## config.mk

```make
export PLATFORM = sky130hd
export DESIGN_NAME = soc_mem_arbiter
export DESIGN_NICKNAME = d
export VERILOG_FILES = /design/src/rtl/soc_mem_arbiter_pkg.sv /design/src/rtl/rr_pick2.sv /design/src/rtl/soc_mem_arbiter.sv
export SDC_FILE = /design/constraint.sdc
export NUM_CORES = 1
export LEC_CHECK = 0
export ABC_AREA = 1
export BUFFER_PORTS_ARGS = -buffer_cell sky130_fd_sc_hd__buf_2
export CORE_AREA = 2 2 119 121
export CTS_BUF_LIST = sky130_fd_sc_hd__clkbuf_4 sky130_fd_sc_hd__clkbuf_8
export DETAILED_ROUTE_END_ITERATION = 16
export DIE_AREA = 0 0 121 123
export HOLD_SLACK_MARGIN = 0.1
export PLACE_DENSITY_LB_ADDON = 0.05
export SLEW_MARGIN = 20
export SYNTH_ARGS = -nofsm -noshare
export SYNTH_HDL_FRONTEND = slang
export SYNTH_SLANG_ARGS = --single-unit
```

## constraint.sdc

```tcl
create_clock -name clk -period 1.3 [get_ports clk]
set_input_delay 0.065 -clock clk [delete_from_list [all_inputs] [get_ports clk]]
set_output_delay 0.065 -clock clk [all_outputs]
set_load 0.02 [all_outputs]
```

## src/rtl/soc_mem_arbiter_pkg.sv

```systemverilog
// rtl/soc_mem_arbiter_pkg.sv - shared types for the two-master memory arbiter
package soc_mem_arbiter_pkg;

   typedef enum logic [1:0] {
      ST_IDLE = 2'd0,
      ST_BUSY = 2'd1,
      ST_RESP = 2'd2
   } state_t;

   localparam logic OWNER_M0 = 1'b0;
   localparam logic OWNER_M1 = 1'b1;

   localparam int TMO_W = 16;

endpackage

```

## src/rtl/rr_pick2.sv

```systemverilog
// rtl/rr_pick2.sv - two-way round-robin winner select with debug override
module rr_pick2
   import soc_mem_arbiter_pkg::*;
(
   input  logic req0_i,
   input  logic req1_i,
   input  logic last_owner_i,
   input  logic dbg_prio_i,
   output logic gnt_valid_o,
   output logic winner_o
);

   always_comb begin
      winner_o = OWNER_M0;
      if (req0_i && req1_i) begin
         // On a tie the master served last yields, unless the debugger forces M1
         winner_o = dbg_prio_i ? OWNER_M1 : ~last_owner_i;
      end else if (req1_i) begin
         winner_o = OWNER_M1;
      end
   end

   assign gnt_valid_o = req0_i | req1_i;

endmodule

```

## src/rtl/soc_mem_arbiter.sv

```systemverilog
// rtl/soc_mem_arbiter.sv - shares one slave port between core (M0) and debug (M1)
// Optional watchdog on unacknowledged slave cycles: SOC_ARB_TIMEOUT_EN.
module soc_mem_arbiter
   import soc_mem_arbiter_pkg::*;
#(
   parameter int ADDR_W      = 32,
   parameter int DATA_W      = 32,
   parameter int TIMEOUT_CYC = 255
) (
   input  logic              clk,
   input  logic              rst,
   input  logic              m0_req_i,
   input  logic              m0_we_i,
   input  logic [ADDR_W-1:0] m0_addr_i,
   input  logic [DATA_W-1:0] m0_wdata_i,
   output logic              m0_ack_o,
   output logic              m0_err_o,
   output logic [DATA_W-1:0] m0_rdata_o,
   input  logic              m1_req_i,
   input  logic              m1_we_i,
   input  logic [ADDR_W-1:0] m1_addr_i,
   input  logic [DATA_W-1:0] m1_wdata_i,
   output logic              m1_ack_o,
   output logic              m1_err_o,
   output logic [DATA_W-1:0] m1_rdata_o,
   input  logic              dbg_prio_i,
   output logic              s_req_o,
   output logic              s_we_o,
   output logic [ADDR_W-1:0] s_addr_o,
   output logic [DATA_W-1:0] s_wdata_o,
   input  logic              s_ack_i,
   input  logic [DATA_W-1:0] s_rdata_i
);

   state_t              state_q;
   logic                last_owner_q;
   logic                owner_q;
   logic                we_q;
   logic                s_req_q;
   logic [ADDR_W-1:0]   addr_q;
   logic [DATA_W-1:0]   wdata_q;
   logic [DATA_W-1:0]   m0_rdata_q;
   logic [DATA_W-1:0]   m1_rdata_q;
   logic                m0_ack_q;
   logic                m1_ack_q;
   logic                m0_err_q;
   logic                m1_err_q;
   logic                gnt_valid;
   logic                winner;
   logic                tmo;
   logic [DATA_W-1:0]   resp_data;

   rr_pick2 u_pick (
      .req0_i       (m0_req_i),
      .req1_i       (m1_req_i),
      .last_owner_i (last_owner_q),
      .dbg_prio_i   (dbg_prio_i),
      .gnt_valid_o  (gnt_valid),
      .winner_o     (winner)
   );

`ifdef SOC_ARB_TIMEOUT_EN
   logic [TMO_W-1:0] cnt_q;
   logic [TMO_W-1:0] cnt_d;

   assign cnt_d = (cnt_q == {TMO_W{1'b1}}) ? cnt_q : cnt_q + 1'b1;
   // A slave ack in the firing cycle wins, so the transfer completes cleanly
   assign tmo   = !s_ack_i && (cnt_d >= TMO_W'(TIMEOUT_CYC));
`else
   assign tmo   = 1'b0;
`endif

   assign resp_data = s_ack_i ? s_rdata_i : '0;

   always_ff @(posedge clk) begin
      if (rst) begin
         state_q      <= ST_IDLE;
         last_owner_q <= OWNER_M1;
         owner_q      <= OWNER_M0;
         we_q         <= 1'b0;
         s_req_q      <= 1'b0;
         addr_q       <= '0;
         wdata_q      <= '0;
         m0_rdata_q   <= '0;
         m1_rdata_q   <= '0;
         m0_ack_q     <= 1'b0;
         m1_ack_q     <= 1'b0;
         m0_err_q     <= 1'b0;
         m1_err_q     <= 1'b0;
`ifdef SOC_ARB_TIMEOUT_EN
         cnt_q        <= '0;
`endif
      end else begin
         m0_ack_q <= 1'b0;
         m1_ack_q <= 1'b0;
         m0_err_q <= 1'b0;
         m1_err_q <= 1'b0;
         case (state_q)
            ST_IDLE: begin
               if (gnt_valid) begin
                  owner_q      <= winner;
                  last_owner_q <= winner;
                  we_q         <= (winner == OWNER_M1) ? m1_we_i    : m0_we_i;
                  addr_q       <= (winner == OWNER_M1) ? m1_addr_i  : m0_addr_i;
                  wdata_q      <= (winner == OWNER_M1) ? m1_wdata_i : m0_wdata_i;
                  s_req_q      <= 1'b1;
                  state_q      <= ST_BUSY;
`ifdef SOC_ARB_TIMEOUT_EN
                  cnt_q        <= '0;
`endif
               end
            end
            ST_BUSY: begin
               if (s_ack_i || tmo) begin
                  s_req_q <= 1'b0;
                  state_q <= ST_RESP;
                  if (owner_q == OWNER_M1) begin
                     m1_ack_q   <= 1'b1;
                     m1_err_q   <= tmo;
                     m1_rdata_q <= resp_data;
                  end else begin
                     m0_ack_q   <= 1'b1;
                     m0_err_q   <= tmo;
                     m0_rdata_q <= resp_data;
                  end
               end else begin
`ifdef SOC_ARB_TIMEOUT_EN
                  cnt_q <= cnt_d;
`endif
               end
            end
            ST_RESP: state_q <= ST_IDLE;
            default: state_q <= ST_IDLE;
         endcase
      end
   end

   assign s_req_o    = s_req_q;
   assign s_we_o     = we_q;
   assign s_addr_o   = addr_q;
   assign s_wdata_o  = wdata_q;
   assign m0_ack_o   = m0_ack_q;
   assign m1_ack_o   = m1_ack_q;
   assign m0_err_o   = m0_err_q;
   assign m1_err_o   = m1_err_q;
   assign m0_rdata_o = m0_rdata_q;
   assign m1_rdata_o = m1_rdata_q;

endmodule

```

Yosys cells after proc, flatten, opt, wreduce, memory -nomap -nowiden
Index checks and enable logic that the tools add are counted.
- register bits: 136
- bits of input ports: 168
- output and inout bits: 134
- eq/ne operators: 3
- mux-type cells: 14
- bitwise gates (word level): 5
- reduce and logical (&&, ||, !) cells: 9
- operator list (cell ; count):
    $mux 32 ; 2
    $reduce_and 3->1 ; 3
    $mux 1 ; 8
    $mux 2 ; 2
    $ne 2x2->1 const B ; 2
    $not 1->1 ; 4
    $pmux 2 s2 ; 1
    $reduce_and 2->1 ; 2
    $reduce_or 3->1 ; 1
    $eq 2x1->1 const B ; 1
    $logic_not 2->1 ; 1
    $pmux 1 s2 ; 1
    $reduce_bool 2->1 ; 1
    $logic_and 1x1->1 ; 1
    $or 1x1->1 ; 1

Depth between registers and ports, before layout
Gate-level depths: netlist of run 1.
- depth after elaboration: 4
- gate-level depth with buffers: 9
- depth with buffers taken out: 7

Hierarchy
A second synthesis of run 1 with hierarchy kept.
- cells, all modules: 1044
- area total of the unflattened synthesis: 6465.0 um^2
- modules (own cells, without submodules) (module ; times used ; cells each ; area an instance (um^2)):
    soc_mem_arbiter ; 1 ; 1036 ; 6432.4
    rr_pick2 ; 1 ; 8 ; 32.5

Least setup slack after synthesis of run 1
OpenSTA, ideal clock, no wires.
- path type: flip-flop to flip-flop
- start point: register last_owner_q
- end point: register wdata_q[10] (netlist: s_wdata_o[10])
- library setup time: 0.056 ns
- arrival time: 1.120 ns
- required time: 1.244 ns
- setup slack: 0.124 ns
- stages on the path, launching flop included: 8
- path buffers: 2
- clock period less this slack: 1.176 ns
- cells stage by stage: dfxtp_1 > nand3_1 > buf_2 > buf_1 > nand3_1 > nand3_1 > nand2_1 > inv_1
- longest elaborated chain between the ends: 4
- RTL lines (item ; line ; source):
    from (decl) ; soc_mem_arbiter.sv:36 ; logic last_owner_q;
    from (signal assigned) ; soc_mem_arbiter.sv:102 ; last_owner_q <= winner;
    $not 1->1 ; rr_pick2.sv:17 ; winner_o = dbg_prio_i ? OWNER_M1 : ~last_owner_i;
    $mux 1 ; rr_pick2.sv:17 ;
    $mux 1 ; rr_pick2.sv:15 ; if (req0_i && req1_i) begin
    $mux 32 ; soc_mem_arbiter.sv:105 ; wdata_q <= (winner == OWNER_M1) ? m1_wdata_i : m0_wdata_i;
    to (signal assigned) ; soc_mem_arbiter.sv:105 ;
    to (decl) ; soc_mem_arbiter.sv:41 ; logic [DATA_W-1:0] wdata_q;
Every way passes these cells.
A chain may end at the register's enable or synchronous reset.

Worst setup path after layout of run 1
- start point: register state_q[0]
- end point: register wdata_q[16] (netlist: s_wdata_o[16])
- longest elaborated chain between the ends: 2
- RTL lines (item ; line ; source):
    from (decl) ; soc_mem_arbiter.sv:35 ; state_t state_q;
    from (signal assigned) ; soc_mem_arbiter.sv:77 ; state_q <= ST_IDLE;
    from (signal assigned) ; soc_mem_arbiter.sv:107 ; state_q <= ST_BUSY;
    from (signal assigned) ; soc_mem_arbiter.sv:116 ; state_q <= ST_RESP;
    $logic_not 2->1 ; soc_mem_arbiter.sv:98 ; case (state_q)
    $reduce_and 2->1 (no line) ; n/a ;
Every way passes these cells.

==> results of run 1 <==
==> routing by layer <==
| layer | track usage (%) | wire length (um) |
|---|---|---|
| met3 | 8.49 | 1750 |
| met1 | 30.2 | 8350 |
| met5 | 0 | 0 |
| met2 | 47.1 | 10400 |
| met4 | 13.4 | 824 |
==> path summary, 6_finish.rpt <==
path	from	end	slack, ns	cells after the start
hold reg to reg	s_req_o	s_req_o	0.46	2
setup reg to reg	state_q[0]	s_wdata_o[16]	0.04	8
hold / removal	m1_req_i	owner_q	0.16	4
setup / recovery	state_q[0]	s_wdata_o[16]	0.04	8
==> worst max-delay path: stages, from the launching register on <==
cell,delay (ns)
dfxtp_1,0.31
inv_2,0.08
nand2_2,0.07
nor2_4,0.14
buf_12,0.24
nor2_1,0.09
nor2_1,0.13
nand2_1,0.08
inv_1,0.05
==> power groups by stage <==
| stage | clock network (mW) | logic, mW | registers (mW) |
|---|---|---|---|
| 2_1_floorplan | 0 | 1.10 | 5.11 |
| 3_3_place_gp | 0 | 2.44 | 4.73 |
| 3_5_place_dp | 0 | 2.44 | 4.73 |
| 4_1_cts | 4.32 | 2.84 | 4.64 |
| 5_1_grt | 4.53 | 3.19 | 4.68 |
| 6_report | 4.26 | 2.92 | 4.65 |
==> Yosys cell counts (7+ instances only) <==
cell type	count	area, sq um
buf_1	7	26.3
inv_1	71	267
buf_2	25	125
nor2_1	199	747
o21ai_0	32	160
clkbuf_1	28	105
a21oi_1	35	175
buf_4	7	52.6
nand3_1	166	831
dfxtp_1	136	2720
nand2_1	170	638
==> layout by cell type, fill, tap and decap left out, drive strengths merged <==
cell	n
bufinv	6
buf	324
a21oi	35
dfxtp	136
nand2	170
clkbuf	19
inv	74
clkinvlp	3
nor2	201
dlygate4sd3	166
nand3	166
clkinv	3
o21ai	32
conb	2
==> cell type report <==
class                   instances  area (sq um)
fillers                      1070          3750
repair buffers                491          3550
flip-flops and latches        136          2720
multi-input cells             606          2600
inverters                      72           270
clock inverters                14           246
clock buffers                  18           241
well taps                     180           225
==> through the flow <==
stage	util (%)	std cells	total power, mW
after CTS	72.1	1516	11.8
after floorplan	-	881	6.20
after detailed placement	56.3	1318	7.18
final	72.4	1517	11.8
after global routing	72.4	1517	12.4
after global placement	56.3	1318	7.17
==> logic make-up after synthesis <==
kind of cell    count (synthesis)  synth area share [%]
compound gates                 67                  5.71
buf+inv                       139                  9.86
flops                         136                  46.3
other cells                     1                0.0638
simple gates                  537                  38.0
==> state kept, by name, indices dropped and copies added, names as in the netlist <==
signal / flops
s_addr_o: 32
m0_ack_o: 1
m0_rdata_o: 32
s_req_o: 1
s_wdata_o: 32
s_we_o: 1
m1_ack_o: 1
owner_q: 1
last_owner_q: 1
state_q: 2
m1_rdata_o: 32
==> what timing repair did <==
item                                    4_1_cts  5_1_grt
endpoints found under the setup margin        0       53
resized for setup                             0        8
endpoints found under the hold margin       136        0
hold buffers                                166        0
==> results.py, run 1 <==
metrics = {
    "die": {
        "core_sq_mm": 0.0136,
        "dieHeight_um": 123,
        "pin_count": 302,
        "dieArea_sq_mm": 0.0149,
        "initial_core_util_pct": 43.2,
        "fp-row-count": 43,
        "die_width_um": 121,
    },
    "flow_run": {
        "drv_cap": 0,
    },
    "worst_setup_path": {
        "worst_setup_path_start_kind": "register",
        "criticalPathCategory": "register to register",
        "cp_data_arrival_time_ns": 1.65,
        "crit_path_end_kind": "register",
        "path_max_fanout": 50,
        "crit_required_ns": 1.69,
    },
    "drt": {
        "drc": 0,
        "via_per_inst": 4.88,
        "detail-route-antenna-nets": 0,
        "routed_wl_um": 21300,
        "vias": 7398,
        "drt_iter0_markers": 490,
        "drt_first_pass_iters": 7,
        "wl_per_cell_um": 14.0,
    },
    "clocking": {
        "cts_buffer_depth": 2,
        "insertion_delay_ns": 0.44,
        "h-tree-depth": 4,
        "post_cts_buffers": 0,
        "path_clk_slew_ns": 0.08,
        "cts_tree": "yes",
        "root_buffer": "clkbuf_8",
        "cts.sinks": 136,
        "numCtsBuffers": 17,
    },
    "logic_synthesis": {
        "synth_top_flop_cell": "dfxtp_1",
        "synth-edff-count": 0,
        "yosys_register_bits": 136,
        "synth_warnings": 0,
        "syn_area_sq_mm": 0.00587,
        "async_flop_share_pct": 0,
        "syn_inst": 880,
        "postSynthAreaPerCell_sq_um": 6.68,
        "synth_cell_types": 15,
        "yosysSeqAreaShare_pct": 46.3,
    },
    "power": {
        "swShare_pct": 29.9,
        "max-vdd-ir-drop_mv": 0.605,
        "p_leak_nw": 5.20,
        "p_int_mw": 8.29,
        "power.net_switching_mw": 3.54,
        "power.share.clock_pct": 36.0,
        "pwr-share-comb_pct": 24.7,
        "power_frac_seq_pct": 39.3,
        "p_per_area_mw_per_mm2": 1200,
    },
    "place": {
        "place.gp.congestion": 0.864,
        "place_area_sq_mm": 0.00766,
        "hpwlAfterDp_um": 12600,
        "pre_cts_ws_ns": 0.0607,
        "port_buffers": 299,
    },
    "timing": {
        "finalHoldViolations": 0,
        "finClkSkew_ns": 0.0119,
        "period_needed_ns": 1.26,
        "grt_setup_unrepaired": "yes",
        "tns_ns": 0,
        "timing.final.ws_setup_ns": 0.0442,
        "timing.final.crit_share_pct": 96.6,
        "tightest_slew_ns": 0.638,
        "finalSetupViolCount": 0,
        "fmax_mhz": 796,
        "drv_slew": 0,
        "holdWs_ns": 0.163,
        "relSlewSlack_pct": 57.5,
    },
    "grt": {
        "grt-ovfl-total": 0,
        "antenna_found_initial": 0,
        "grt_pass1_wl_um": 32300,
        "grt_pass1_vias": 6822,
        "grt_util_all_layers_pct": 27.2,
        "grt_max_degree": 81,
    },
    "finish": {
        "nets": 1492,
        "area_growth_pct": 67.8,
        "stdcell_area_sq_mm": 0.00986,
        "drive_gt1_share_pct": 27.4,
        "diodes": 0,
    },
    "run_status": {
        "status": "completed",
    },
    "hold_path": {
        "hp-class": "input port to register",
    },
}
(Power assumes the default switching activity.)
==> run 2, diff against run 1 <==
--- a/config.mk
+++ b/config.mk
@@ -7,13 +7,18 @@
 export LEC_CHECK = 0
 export ABC_AREA = 1
 export BUFFER_PORTS_ARGS = -buffer_cell sky130_fd_sc_hd__buf_2
-export CORE_AREA = 2 2 119 121
+export CELL_PAD_IN_SITES_DETAIL_PLACEMENT = 0
+export CELL_PAD_IN_SITES_GLOBAL_PLACEMENT = 1
+export CORE_ASPECT_RATIO = 1.1
+export CORE_MARGIN = 2
+export CORE_UTILIZATION = 32
 export CTS_BUF_LIST = sky130_fd_sc_hd__clkbuf_4 sky130_fd_sc_hd__clkbuf_8
 export DETAILED_ROUTE_END_ITERATION = 16
-export DIE_AREA = 0 0 121 123
 export HOLD_SLACK_MARGIN = 0.1
 export PLACE_DENSITY_LB_ADDON = 0.05
+export REMOVE_ABC_BUFFERS = 1
 export SLEW_MARGIN = 20
 export SYNTH_ARGS = -nofsm -noshare
 export SYNTH_HDL_FRONTEND = slang
+export SYNTH_HIERARCHICAL = 1
 export SYNTH_SLANG_ARGS = --single-unit
==> run 2 against run 1 <==
Utilization down 19 points. Flip-flop and latch count unchanged. Combinational power up 12%. Global-route usage down 7.4 points. Critical path depth down 1. Critical endpoint is now s_wdata_o[26]. Final area up 7.2%. First-iteration DRC count down 32%. Register-to-register slack better by 0.02 ns. Synthesized cell count up 19%. Largest power group unchanged. Total power up 1.9%. Worst setup slack better by 0.024 ns. Sequential share of layout area down 1.8 points.
==> results.py, run 2 <==
metrics = {
    "worst_setup_path": {
        "crit_slowest_cell": "dfxtp_2",
        "crit_required_ns": 1.68,
        "cp.depth": 7,
        "crit_end": "s_wdata_o[26]",
        "startpoint": "last_owner_q",
        "path_max_fanout": 29,
        "r2r_end": "s_wdata_o[26]",
        "cp_cell_sequence": "nand2_2 -> nand2_4 -> nand2_8 -> buf_16 -> o21ai_0 -> nor2_1 -> nor2_1",
        "crit_path_end_kind": "register",
        "r2r_slack_ns": 0.07,
        "worst_setup_path_start_kind": "register",
        "cp_data_arrival_time_ns": 1.61,
        "crit_buf_inv": 1,
        "critPathMaxStageDelay_ns": 0.33,
        "worstReg2RegStart": "last_owner_q",
        "ff2ff_path_depth": 7,
        "path_common_cell": "nor2_1",
        "criticalPathCategory": "register to register",
        "crit_family": "simple AND/OR/NAND/NOR gates",
    },
    "drt": {
        "drc": 0,
        "detail-route-antenna-nets": 0,
        "via_per_inst": 4.18,
        "met1_length_um": 9650,
        "highest_layer": "met4",
        "drt_first_pass_iters": 5,
        "route.met3.wl_um": 1420,
        "routed_wl_um": 22200,
        "wl_met2_um": 10600,
        "wl_per_cell_um": 12.6,
        "vias": 7332,
        "drt_iter0_markers": 334,
    },
    "finish": {
        "drive_gt1_share_pct": 24.8,
        "diodes": 0,
        "multi_input_area_sq_mm": 0.00278,
        "nets": 1658,
        "fillerInstances": 2061,
        "regArea_sq_mm": 0.00273,
        "final_cell_mix": "buf_2 (299), nand2_1 (266), nor2_1 (259)",
        "instances_no_fill": 1755,
        "stdcell_area_sq_mm": 0.0106,
        "final_util_pct": 53.4,
        "area_growth_pct": 63.5,
        "final_common_cell": "buf_2",
    },
    "timing": {
        "grt_setup_unrepaired": "yes",
        "fmax_mhz": 812,
        "finClkSkew_ns": 0.0136,
        "period_needed_ns": 1.23,
        "timing.final.crit_share_pct": 94.7,
        "timing.final.ws_setup_ns": 0.0683,
        "drv_slew": 0,
        "finalSetupViolCount": 0,
        "finalHoldViolations": 0,
        "holdWs_ns": 0.154,
    },
    "clocking": {
        "cts.sinks": 136,
        "cts_buffer_depth": 2,
        "h-tree-depth": 4,
        "root_buffer": "clkbuf_8",
        "insertion_delay_ns": 0.44,
        "path_clk_slew_ns": 0.08,
        "cts_tree": "yes",
        "numCtsBuffers": 17,
    },
    "logic_synthesis": {
        "synth_top_flop_cell": "dfxtp_1",
        "postSynthAreaPerCell_sq_um": 6.19,
        "yosysSeqAreaShare_pct": 42.1,
        "syn_inst": 1044,
        "synth.area.top_cells": "dfxtp_1 (42%), nand2_1 (16%), nor2_1 (15%)",
        "synth-edff-count": 0,
        "synth_cell_types": 17,
        "yosysTopAreaCellShare_pct": 42.1,
        "synth.largest_area_cell": "dfxtp_1",
        "synth.most_common_cell": "nand2_1",
        "yosys_register_bits": 136,
        "async_flop_share_pct": 0,
        "synthTopCellsByCount": "nand2_1 (270), nor2_1 (261), inv_1 (170), dfxtp_1 (136), nand3_1 (67)",
        "syn_area_sq_mm": 0.00646,
        "synth_warnings": 6,
    },
    "die": {
        "initial_core_util_pct": 32.7,
        "dieArea_sq_mm": 0.0214,
        "die_width_um": 140,
        "fp-row-count": 54,
        "dieHeight_um": 153,
        "core_sq_mm": 0.0198,
        "pin_count": 302,
    },
    "run_status": {
        "status": "completed",
    },
    "flow_run": {
        "drv_cap": 0,
    },
    "power": {
        "p_leak_nw": 5.72,
        "power.net_switching_mw": 3.78,
        "power.share.clock_pct": 34.0,
        "pwr-share-comb_pct": 27.1,
        "p_per_area_mw_per_mm2": 1140,
        "swShare_pct": 31.3,
        "power_frac_seq_pct": 38.9,
        "p_int_mw": 8.28,
        "max-vdd-ir-drop_mv": 0.684,
    },
    "place": {
        "pre_cts_ws_ns": 0.0392,
        "hpwlAfterDp_um": 14000,
        "port_buffers": 299,
        "place_area_sq_mm": 0.00825,
        "place.gp.congestion": 0.794,
        "dp_cells": 1551,
    },
    "hold_path": {
        "hp-class": "input port to register",
    },
    "grt": {
        "grt_max_degree": 70,
        "grt_util_all_layers_pct": 19.7,
        "grt_pass1_vias": 7042,
        "antenna_found_initial": 0,
        "grt_pass1_wl_um": 34100,
        "grt-ovfl-total": 0,
    },
}
[run 2: worst register-to-register path: stages, from the launching register on]
cell and delay (ns):
dfxtp_2 0.33, nand2_2 0.06, nand2_4 0.08, nand2_8 0.11, buf_16 0.20, o21ai_0 0.24, nor2_1 0.07, nor2_1 0.09
[run 2: stage by stage]
step	power, mW	TNS (ns)
after CTS	12.1	0
after global routing	12.8	-0.00362
final	12.1	0
after floorplan	6.42	-192.25
after global placement	7.50	0
after detailed placement	7.51	0
[run 2: layout make-up]
class                      count  share of cell area, %
inverter                     170                   6.06
sequential                   136                   25.8
timing repair buffer         489                   34.5
clock inverter                14                   2.08
clock buffer                  18                   2.29
tap                          252                   2.98
multi-input combinational    676                   26.3
[run 2: what timing repair did]
| action | 4_1_cts | 5_1_grt |
|---|---|---|
| setup endpoints to repair | 0 | 61 |
| gates resized for setup | 0 | 20 |
| hold buffers | 164 | 0 |
| endpoints found under the hold margin | 135 | 0 |
| setup buffers | 0 | 2 |
[run 2: worst min-delay path by stage]
| stage | from | to | slack, ns | cells past startpoint |
|---|---|---|---|---|
| 2_1_floorplan | rst | owner_q | 0.13 | 1 |
| 3_3_place_gp | rst | owner_q | 0.36 | 2 |
| 3_5_place_dp | rst | owner_q | 0.36 | 2 |
| 4_1_cts | m1_req_i | last_owner_q | 0.11 | 4 |
| 5_1_grt | m0_req_i | last_owner_q | 0.15 | 4 |
| 6_report | m1_req_i | last_owner_q | 0.15 | 4 |
[run 2: cells by family after synthesis]
kind of cell           after synthesis  synth area share [%]
flip-flops                         136                  42.1
buffers and inverters              233                  15.7
other                                1                0.0580
AO/OA/AOI/OAI                       68                  5.26
AND/OR/NAND/NOR                    606                  36.8
[run 2: routing by layer]
layer,vias to the layer above,global-route usage [%]
met3,26,6.20
met4,0,6.93
met1,3139,23.5
met5,-,0
li1,3955,-
met2,212,33.5
[run 2: power by group through the flow]
stage / Combinational (mW) / Clock, mW / Sequential, mW
3_5_place_dp: 2.72 / 0 / 4.79
3_3_place_gp: 2.72 / 0 / 4.78
2_1_floorplan: 1.22 / 0 / 5.20
5_1_grt: 3.64 / 4.42 / 4.75
4_1_cts: 3.11 / 4.25 / 4.69
6_report: 3.27 / 4.09 / 4.69
